[src/rtl/shift_reg_pkg.sv]
// Shared definitions for the shift_reg_enr word shift register.
// Holds the mode encoding and the fill-counter width helper.
// Optional feature macro used by importers: SHIFT_REG_ROTATE_EN.
package shift_reg_pkg;

  typedef enum logic [1:0] {
    HOLD = 2'b00,
    LOAD = 2'b01,
    SHL  = 2'b10,
    SHR  = 2'b11
  } mode_t;

  // Counter width wide enough to represent 0..depth inclusive.
  function automatic int cnt_w(input int depth);
    return $clog2(depth + 1);
  endfunction

endpackage

[src/rtl/word_flopenr.sv]
// Purpose: WIDTH-bit register with synchronous active-high reset and enable.
// Latency: one clk edge from d/en to q. Backpressure: none, en simply holds.
// Ports: clk, reset (sync, high), en (load d), d (next word), q (stored word).
module word_flopenr #(
  parameter int WIDTH = 8
) (
  input  logic             clk,
  input  logic             reset,
  input  logic             en,
  input  logic [WIDTH-1:0] d,
  output logic [WIDTH-1:0] q
);

  // Reset takes priority over enable.
  always_ff @(posedge clk) begin
    if (reset) begin
      q <= '0;
    end else if (en) begin
      q <= d;
    end
  end

endmodule

[src/rtl/shift_reg_enr.sv]
// Purpose: DEPTH x WIDTH staging/serialiser register with load, shift-left,
//          shift-right, sync reset, enable and a saturating fill counter.
// Latency: one clk edge from an enabled command to updated q; sout is combinational.
// Backpressure: none; E=0 or mode=HOLD freezes all state.
// Ports: clk, reset (sync, high), E (enable), mode (HOLD/LOAD/SHL/SHR),
//        d_par (parallel load), sin (serial in), q (contents), sout (word leaving
//        on the next shift), fill_cnt (valid words, saturating), full.
// Build option: define SHIFT_REG_ROTATE_EN to make shifts rotate (sin ignored,
//               fill_cnt unchanged by shifts).
module shift_reg_enr
  import shift_reg_pkg::*;
#(
  parameter int WIDTH = 8,
  parameter int DEPTH = 4
) (
  input  logic                       clk,
  input  logic                       reset,
  input  logic                       E,
  input  logic [1:0]                 mode,
  input  logic [WIDTH*DEPTH-1:0]     d_par,
  input  logic [WIDTH-1:0]           sin,
  output logic [WIDTH*DEPTH-1:0]     q,
  output logic [WIDTH-1:0]           sout,
  output logic [cnt_w(DEPTH)-1:0]    fill_cnt,
  output logic                       full
);

  localparam int CW = cnt_w(DEPTH);
  localparam logic [CW-1:0] DEPTH_C = CW'(DEPTH);

  mode_t mode_e;
  assign mode_e = mode_t'(mode);

  logic [WIDTH-1:0] word [DEPTH];
  logic [WIDTH-1:0] nxt  [DEPTH];

  // HOLD never needs to write, so keep the flops quiet in that case too.
  logic word_en;
  assign word_en = E && (mode_e != HOLD);

  for (genvar i = 0; i < DEPTH; i++) begin : g_word
    logic [WIDTH-1:0] shl_src;
    logic [WIDTH-1:0] shr_src;

    // SHL moves words towards higher indices; word 0 takes the new entry.
    if (i == 0) begin : g_shl_end
`ifdef SHIFT_REG_ROTATE_EN
      assign shl_src = word[DEPTH-1];
`else
      assign shl_src = sin;
`endif
    end else begin : g_shl_mid
      assign shl_src = word[i-1];
    end

    // SHR moves words towards lower indices; word DEPTH-1 takes the new entry.
    if (i == DEPTH-1) begin : g_shr_end
`ifdef SHIFT_REG_ROTATE_EN
      assign shr_src = word[0];
`else
      assign shr_src = sin;
`endif
    end else begin : g_shr_mid
      assign shr_src = word[i+1];
    end

    always_comb begin
      nxt[i] = word[i];
      case (mode_e)
        LOAD:    nxt[i] = d_par[i*WIDTH +: WIDTH];
        SHL:     nxt[i] = shl_src;
        SHR:     nxt[i] = shr_src;
        default: nxt[i] = word[i];
      endcase
    end

    word_flopenr #(.WIDTH(WIDTH)) u_word (
      .clk   (clk),
      .reset (reset),
      .en    (word_en),
      .d     (nxt[i]),
      .q     (word[i])
    );

    assign q[i*WIDTH +: WIDTH] = word[i];
  end

  // The word that falls off the end is the one at the far side of the shift.
  assign sout = (mode_e == SHR) ? word[0] : word[DEPTH-1];

  logic [CW-1:0] cnt_nxt;

  always_comb begin
    cnt_nxt = fill_cnt;
    if (E) begin
      case (mode_e)
        LOAD: cnt_nxt = DEPTH_C;
        SHL, SHR: begin
`ifndef SHIFT_REG_ROTATE_EN
          if (fill_cnt != DEPTH_C) begin
            cnt_nxt = fill_cnt + 1'b1;
          end
`endif
        end
        default: cnt_nxt = fill_cnt;
      endcase
    end
  end

  always_ff @(posedge clk) begin
    if (reset) begin
      fill_cnt <= '0;
    end else begin
      fill_cnt <= cnt_nxt;
    end
  end

  assign full = (fill_cnt == DEPTH_C);

endmodule

[config.mk]
export PLATFORM = sky130hd
export DESIGN_NAME = shift_reg_enr
export DESIGN_NICKNAME = d
export VERILOG_FILES = /design/src/rtl/shift_reg_pkg.sv /design/src/rtl/word_flopenr.sv /design/src/rtl/shift_reg_enr.sv
export SDC_FILE = /design/constraint.sdc
export NUM_CORES = 1
export LEC_CHECK = 0
export ABC_AREA = 0
export BUFFER_PORTS_ARGS = -buffer_cell sky130_fd_sc_hd__buf_4
export CAP_MARGIN = 40
export CORE_UTILIZATION = 50
export DETAILED_ROUTE_END_ITERATION = 16
export GPL_TIMING_DRIVEN = 1
export PLACE_DENSITY = 0.85
export SLEW_MARGIN = 20
export SYNTH_ARGS = -nofsm -noshare
export SYNTH_HDL_FRONTEND = slang
export SYNTH_SLANG_ARGS = --single-unit
[constraint.sdc]
create_clock -name clk -period 2.3 [get_ports clk]
set_clock_uncertainty 0.1 [all_clocks]
set_input_delay 0.115 -clock clk [delete_from_list [all_inputs] [get_ports clk]]
set_output_delay 0.115 -clock clk [all_outputs]
set_load 0.05 [all_outputs]
**After elaboration in Yosys (flattened, before gate mapping)**

Index checks and enable logic that the tools add are counted.

- Bits in registers: 35
- Input bits: 45
- Output and inout bits: 44
- Word-level logic and storage cells: 26

- Add/sub/neg operators: 1
- Eq/ne operators: 6
- Mux-type cells: 7
- Reductions and logical operators: 7

Operator list:

| cell | number |
|---|---|
| 8-bit case mux with 3 select lines | 4 |
| 8-bit 2-to-1 mux | 1 |
| 3-bit case mux with 2 select lines | 1 |
| 2-bit equality test (second input constant) | 2 |
| 2-bit nonzero test | 2 |
| 3-bit by 1-bit adder with 3-bit output (second input constant) | 1 |
| 3-bit equality test (second input constant) | 1 |
| 3-bit 2-to-1 mux | 1 |
| 3-bit inequality test (second input constant) | 1 |
| 3-bit AND reduction | 1 |
| 3-bit nonzero test | 1 |
| 2-bit by 1-bit equality test with 1-bit output (second input constant) | 1 |
| 2-bit inequality test (second input constant) | 1 |
| 2-bit AND reduction | 1 |
| 2-bit OR reduction | 1 |
| 1-bit logical AND | 1 |

**Depth between registers and ports, before layout**

Gate-level depths: netlist of the first run.

- Depth in word-level cells: 4
- Depth in mapped cells: 6
- Gate-level depth less buffers: 5

**Hierarchy**

Synthesis of the first run repeated with hierarchy kept, for this count alone.

- Cell total of the unflattened synthesis: 175
- Area, all modules: 2227.1 µm²

By module, submodules not included:

| module | instances | cells each | area an instance (µm²) | sequential area each (µm²) |
|---|---|---|---|---|
| word_flopenr | 4 | 26 | 285.3 | 160.2 |
| shift_reg_enr | 1 | 71 | 1086.0 | 60.1 |

**Worst setup path after synthesis of the first run**

OpenSTA, ideal clock, no wires.

- Kind: register to register
- Start: register fill_cnt[0]
- End: register fill_cnt[0]
- Setup time: 128 ps
- Data arrival time: 1438 ps
- Setup slack: 634 ps
- Cell stages (with the launch flop): 6
- Buffers on the path: 0
- Clock period less this slack: 1666 ps
- Cells stage by stage: dfxtp_1 > inv_1 > ha_1 > nand2_1 > mux2i_1 > o32ai_2

- Cells in the longest elaborated chain, start to end: 3

RTL lines:

| item | RTL line | source |
|---|---|---|
| from (decl) | shift_reg_enr.sv:24 | `output logic [cnt_w(DEPTH)-1:0] fill_cnt,` |
| from (signal assigned) | shift_reg_enr.sv:114 | `fill_cnt <= cnt_nxt;` |
| 3-bit by 1-bit adder with 3-bit output / 3-bit inequality test (equally long branches) | shift_reg_enr.sv:101, shift_reg_enr.sv:100 |  |
| 3-bit 2-to-1 mux / 2-bit inequality test (equally long branches) | n/a |  |
| 3-bit case mux with 2 select lines / 3-bit AND reduction (equally long branches) | n/a |  |

Several ways; a longest one is shown, not always the timed one. The select of a mux whose other input is x is not followed.
A chain may end at the register's enable or synchronous reset.

**Final worst setup path of the first run**

- Start: input mode[1]
- End: register g_word[2].u_word.q[2]

- Cells in the longest elaborated chain, start to end: 3

RTL lines:

| item | RTL line | source |
|---|---|---|
| from (decl) | shift_reg_enr.sv:19 | `input logic [1:0] mode,` |
| 2-bit equality test (tied with other cells) | shift_reg_enr.sv:69 | `case (mode_e)` |
| 3-bit nonzero test (no line) / 1-bit logical AND (equally long branches) | n/a |  |
| 2-bit AND reduction (no line) | n/a |  |
| to (signal assigned) | word_flopenr.sv:17 | `q <= '0;` |
| to (signal assigned) | word_flopenr.sv:19 | `q <= d;` |
| to (decl) | word_flopenr.sv:11 | `output logic [WIDTH-1:0] q` |

Several ways; a longest one is shown, not always the timed one.

==> results_dict.tcl, run 1 <==
set metrics [dict create \
    nNetsFinal 361 \
    synthFlopType "dfxtp_1" \
    syn-cell-area_um2 1930 \
    hold_start "d_par[11]" \
    diodes 0 \
    vdd_drop_max_uv 464 \
    grt_max_degree 37 \
    grt_pass1_vias 1870 \
    grt_pass1_wl_um 8560 \
    dieWidth_um 64.1 \
    finalCritPeriodShare 0.803 \
    holdPathEnd "g_word[1].u_word.q[3]" \
    grt_overflow 0 \
    antenna_found_initial 0 \
    drv_slew 0 \
    nFillCells 270 \
    clk_pin_slew_ns 0.06 \
    startpoint_type "input port" \
    globalplace.congestion 0.806 \
    drive_gt1_frac 0.457 \
    max_freq_mhz 542 \
    syn_inst 211 \
    cts_made_buffers 5 \
    cts_max_level 2 \
    hpwlAfterDp_um 3500 \
    critical_path_required_ns 2.36 \
    syn_area_per_cell_um2 9.14 \
    ant_nets 0 \
    hold_depth 3 \
    clk_latency_ns 0.29 \
    clkPwrFrac 0.241 \
    seqPwrFrac 0.400 \
    r2r-start "fill_cnt[0]" \
    drt-total-wl_um 5220 \
    drc 0 \
    cpMostUsedCell "buf_4" \
    clock_sinks 35 \
    cpPeakStageDelay_ns 0.53 \
    cts_tree "yes" \
    min_path_type "in -> reg" \
    yosysUniqueCellTypes 27 \
    final_cell_mix "buf_4 (94), mux2_2 (40), dfxtp_1 (35)" \
    cts_root_buf "clkbuf_8" \
    crit_slowest_cell "dlygate4sd3_1" \
    p_leak_nw 1.29 \
    grt_usage 0.269 \
    wl_per_cell_um 14.4 \
    p_int_mw 1.13 \
    cap_violations 0 \
    crit_start "mode[1]" \
    first_pass_iters 4 \
    rr_endpoint "fill_cnt[0]" \
    start_util 0.523 \
    die_y_um 64.1 \
    r2r_slack_ns 0.93 \
    grt_setup_unrepaired "no" \
    post_drt_via_cell_ratio 5.38 \
    tightest_slew_ns 0.661 \
    swShare 0.356 \
    setup_viol 0 \
    p_comb_frac 0.359 \
    cts_setup_buffers 0 \
    drt-initial-drc-count 121 \
    path_max_fanout 17 \
    core_region_area_um2 3690 \
    rr_worst_depth 5 \
    async_flop_share 0 \
    slew_headroom 0.558 \
    arrival_ns 1.90 \
    vias 1952 \
    fp.dieArea_um2 4110 \
    synthesis.nets 258 \
    switchingPower_uw 626 \
    cp_cell_sequence "dlygate4sd3_1 -> buf_4 -> nand3b_1 -> buf_4 -> nor2_1 -> nor3_1" \
    area_growth_pct 47.3 \
    synth-edff-count 0 \
    mostFrequentLayoutCell "buf_4" \
    ys_seq_elements 35 \
    ys_seq_area_frac 0.363 \
    end_kind "register" \
    outcome "complete, no violations" \
    clk_path_buf_depth 2 \
    ios 89 \
    period_minus_slack_ns 1.85 \
    io_buffers 88 \
    fin_setup_tns_ns 0 \
    critPathKind "in -> reg" \
    whs_ns 0.00614 \
    yosysWarnings 0 \
    rows 22 \
    p_per_area_nw_per_um2 619 \
    hold_viol_final 0 \
]
==> synthesized netlist by cell type, drive strengths merged (2+ instances only) <==
master  instances  area, um2
buf            15        124
nor2           33        126
nand2           3       13.8
mux2           40        450
nor3           32        165
dfxtp          35        701
inv             3       11.3
clkbuf          3       11.3
o22ai          33        206
ha              2       25.0
==> cells by family after synthesis <==
kind of cell             Yosys count  synth area share
adder cells (fa/ha/maj)            2            0.0130
flip-flops                        35             0.363
AO/OA/AOI/OAI                     38             0.129
buffers and inverters             21            0.0759
multiplexers                      41             0.239
AND/OR/NAND/NOR                   74             0.180
==> power by group through the flow <==
| stage | registers [mW] | logic [mW] | clock network, mW |
|---|---|---|---|
| after detailed placement | 0.716 | 0.602 | 0 |
| after global placement | 0.715 | 0.594 | 0 |
| after CTS | 0.703 | 0.630 | 0.431 |
| after global routing | 0.710 | 0.667 | 0.463 |
| final | 0.703 | 0.631 | 0.423 |
| after floorplan | 0.868 | 0.265 | 0 |
==> critical path: cells and delay by family <==
kind          cells  cell delay, ns
buf+inv           3            1.06
simple gates      3            0.72
==> what timing repair did <==
item                                   CTS  global route
endpoints found under the hold margin   20             0
gates resized for setup                  0             0
hold buffers                            20             0
==> state kept, by name, indices dropped and copies added, names as in the netlist <==
register / cells
g_word.u_word.q: 32
fill_cnt: 3
==> through the flow <==
stage / cell area, um2 / total power [mW] / setup slack [ns] / util / cells
floorplan: 1930 / 1.13 / 0.634 / - / 211
global placement: 2560 / 1.31 / 0.717 / 0.694 / 335
detailed placement: 2560 / 1.32 / 0.690 / 0.694 / 335
CTS: 2840 / 1.76 / 0.463 / 0.770 / 363
global route: 2840 / 1.84 / 0.345 / 0.770 / 363
finish: 2840 / 1.76 / 0.454 / 0.770 / 363
==> layout make-up <==
class | instances | area, um2 | share of cell area
sequential | 35 | 701 | 0.247
clock buffer | 7 | 76.3 | 0.0269
tap | 48 | 60.1 | 0.0211
timing repair buffer | 114 | 906 | 0.319
inverter | 3 | 11.3 | 0.00396
clock inverter | 1 | 5.00 | 0.00176
multi-input combinational | 155 | 1080 | 0.381
==> how the worst max path moves through the flow <==
stage,to,slack (ns),cells after the start
after detailed placement,sout[2],0.69,5
after global routing,g_word[3].u_word.q[3],0.35,6
final,g_word[2].u_word.q[2],0.45,6
after global placement,sout[2],0.72,5
after CTS,g_word[2].u_word.q[2],0.46,6
after floorplan,fill_cnt[0],0.63,5
==> layer usage <==
layer	global-route usage	vias up	part of all wire
li1	-	985	-
met1	0.333	892	0.43
met2	0.438	67	0.49
met3	0.0696	8	0.060
met4	0.117	0	0.020
met5	0	-	0
Power figures use the tool's default switching activity.
==> run 2: changes to the inputs <==
- ABC_AREA: 0 -> 1
- CORE_UTILIZATION: 50 -> 43
- PLACE_DENSITY: 0.85 -> 0.76
- clock period: 2.3 -> 1.6 ns (I/O delays scaled with it)
==> results_dict.tcl, run 2 <==
set metrics [dict create \
    crit_slowest_cell "dfxtp_1" \
    vias 2511 \
    mostFrequentLayoutCell "nand2_1" \
    crit_start "fill_cnt[1]" \
    ios 89 \
    synthesis.nets 404 \
    tightest_slew_ns 0.344 \
    p_leak_nw 1.52 \
    end_kind "output port" \
    area_growth_pct 40.1 \
    finalCritPeriodShare 0.890 \
    core_region_area_um2 4720 \
    final_cell_mix "nand2_1 (106), buf_4 (100), nor2_1 (71)" \
    outcome "complete, no violations" \
    rows 25 \
    clk_pin_slew_ns 0.07 \
    nNetsFinal 489 \
    ys_seq_area_frac 0.331 \
    synth_commonest_cells "nand2_1 (106), nor2_1 (71), o21ai_0 (40)" \
    cts_tree "yes" \
    cpMostUsedCell "inv_1" \
    drive_gt1_frac 0.260 \
    syn_inst 357 \
    rr_worst_depth 8 \
    startpoint_type "register" \
    grt_max_degree 35 \
    largest_reg_flops 32 \
    critPathCapture "full" \
    path_buf_inv 3 \
    ant_nets 0 \
    dieWidth_um 72.2 \
    post_drt_via_cell_ratio 4.92 \
    drt-initial-drc-count 208 \
    rr_endpoint "fill_cnt[1]" \
    syn-cell-area_um2 2120 \
    setup_viol 0 \
    critical_path_required_ns 1.42 \
    max_freq_mhz 702 \
    clk_latency_ns 0.29 \
    drv_slew 0 \
    cap_violations 0 \
    synth-edff-count 0 \
    cpPeakStageDelay_ns 0.39 \
    syn_area_per_cell_um2 5.93 \
    yosysUniqueCellTypes 18 \
    path_delay_family "flip-flops" \
    drt-total-wl_um 5960 \
    top_register "g_word.u_word.q" \
    diodes 0 \
    grt_setup_unrepaired "no" \
    synth_top_area_frac 0.331 \
    period_minus_slack_ns 1.42 \
    fin_area_um2 2970 \
    slew_headroom 0.770 \
    cp.depth 5 \
    grt_pass1_vias 2276 \
    path_max_fanout 4 \
    hold_viol_final 0 \
    synth_top_area_cell "dfxtp_1" \
    arrival_ns 1.24 \
    clock_sinks 35 \
    start_util 0.448 \
    r2r_slack_ns 0.20 \
    grt_usage 0.245 \
    reg_top3 "g_word.u_word.q: 32 flops, fill_cnt: 3 flops" \
    antenna_found_initial 0 \
    vdd_drop_max_uv 665 \
    critPathKind "reg -> out" \
    grt_pass1_wl_um 10100 \
    min_path_type "in -> reg" \
    cts_made_buffers 5 \
    cts_resized 0 \
    p_total_mw 2.86 \
    hpwlAfterDp_um 4330 \
    async_flop_share 0 \
    place_area_um2 2820 \
    p_per_area_nw_per_um2 964 \
    die_y_um 72.2 \
    r2r-start "fill_cnt[1]" \
    synth_most_common_cell "nand2_1" \
    cts_root_buf "clkbuf_8" \
    wl_per_cell_um 11.7 \
    globalplace.congestion 0.837 \
    drc 0 \
    ys_top_cells_by_area "dfxtp_1 (33%), nand2_1 (19%), nor2_1 (13%)" \
    grt_overflow 0 \
    synthFlopType "dfxtp_1" \
    cts_max_level 2 \
    first_pass_iters 4 \
    cp_cell_sequence "inv_1 -> ha_1 -> nand2_1 -> inv_1 -> buf_4" \
    fp.dieArea_um2 5210 \
    clk_path_buf_depth 2 \
    io_buffers 88 \
    ys_seq_elements 35 \
    yosysWarnings 0 \
]
-- run 2: report_power, final --
group / internal (mW) / total [mW] / switching [mW]
logic: 0.304 / 0.893 / 0.589
clock network: 0.623 / 0.950 / 0.327
registers: 0.941 / 1.02 / 0.0747
total: 1.87 / 2.86 / 0.990
-- run 2: cell families after synthesis --
| kind of cell | share of synthesized area |
|---|---|
| adders and majority gates | 0.0118 |
| AOI/OAI and AO/OA | 0.145 |
| buffers and inverters | 0.111 |
| DFF | 0.331 |
| and+or+nand+nor | 0.402 |
-- run 2: layout make-up --
type	count	area, um2
clock buffer	6	72.6
clock inverter	2	60.1
fill	451	1760
inverter	25	93.8
multi-input combinational	274	1190
sequential	35	702
tap	67	83.8
timing repair buffer	101	761
-- run 2: metal layers --
metal  track usage  part of all wire  wire length, um  vias to the layer above
li1              -                 -                -                     1301
met1         0.303              0.44             2630                     1135
met2         0.429              0.50             2960                       69
met3        0.0542             0.052              309                        6
met4        0.0675            0.0099               59                        0
met5             0                 0                0                        -
-- run 2: per-stage QoR --
stage	utilization	worst slack, ns	hold slack [ns]	TNS (ns)	cells
final	0.628	0.175	0.00778	0	510
after global routing	0.628	0.0637	0.0270	0	510
after CTS	0.628	0.180	0.00410	0	510
after detailed placement	0.598	0.194	0.155	0	501
after global placement	0.598	0.249	0.152	0	501
after floorplan	-	-0.0967	0.0491	-0.483	357
-- run 2: worst min-delay path, delay by kind of cell --
kind,cells,cell delay (ns)
buf+inv,1,0.08
simple gates,4,0.20
-- run 2: worst min-delay path by stage --
stage / start / to / slack (ns) / cells after the start
floorplan: reset / fill_cnt[2] / 0.05 / 1
detailed placement: reset / fill_cnt[2] / 0.16 / 2
global route: d_par[9] / g_word[1].u_word.q[1] / 0.03 / 5
global placement: reset / fill_cnt[2] / 0.15 / 2
finish: d_par[5] / g_word[0].u_word.q[5] / 0.008 / 5
CTS: d_par[12] / g_word[1].u_word.q[4] / 0.004 / 5
-- run 2: what timing repair did --
action / CTS / global route
endpoints found under the hold margin: 1 / 0
hold buffers: 1 / 0
setup buffers: 0 / 0
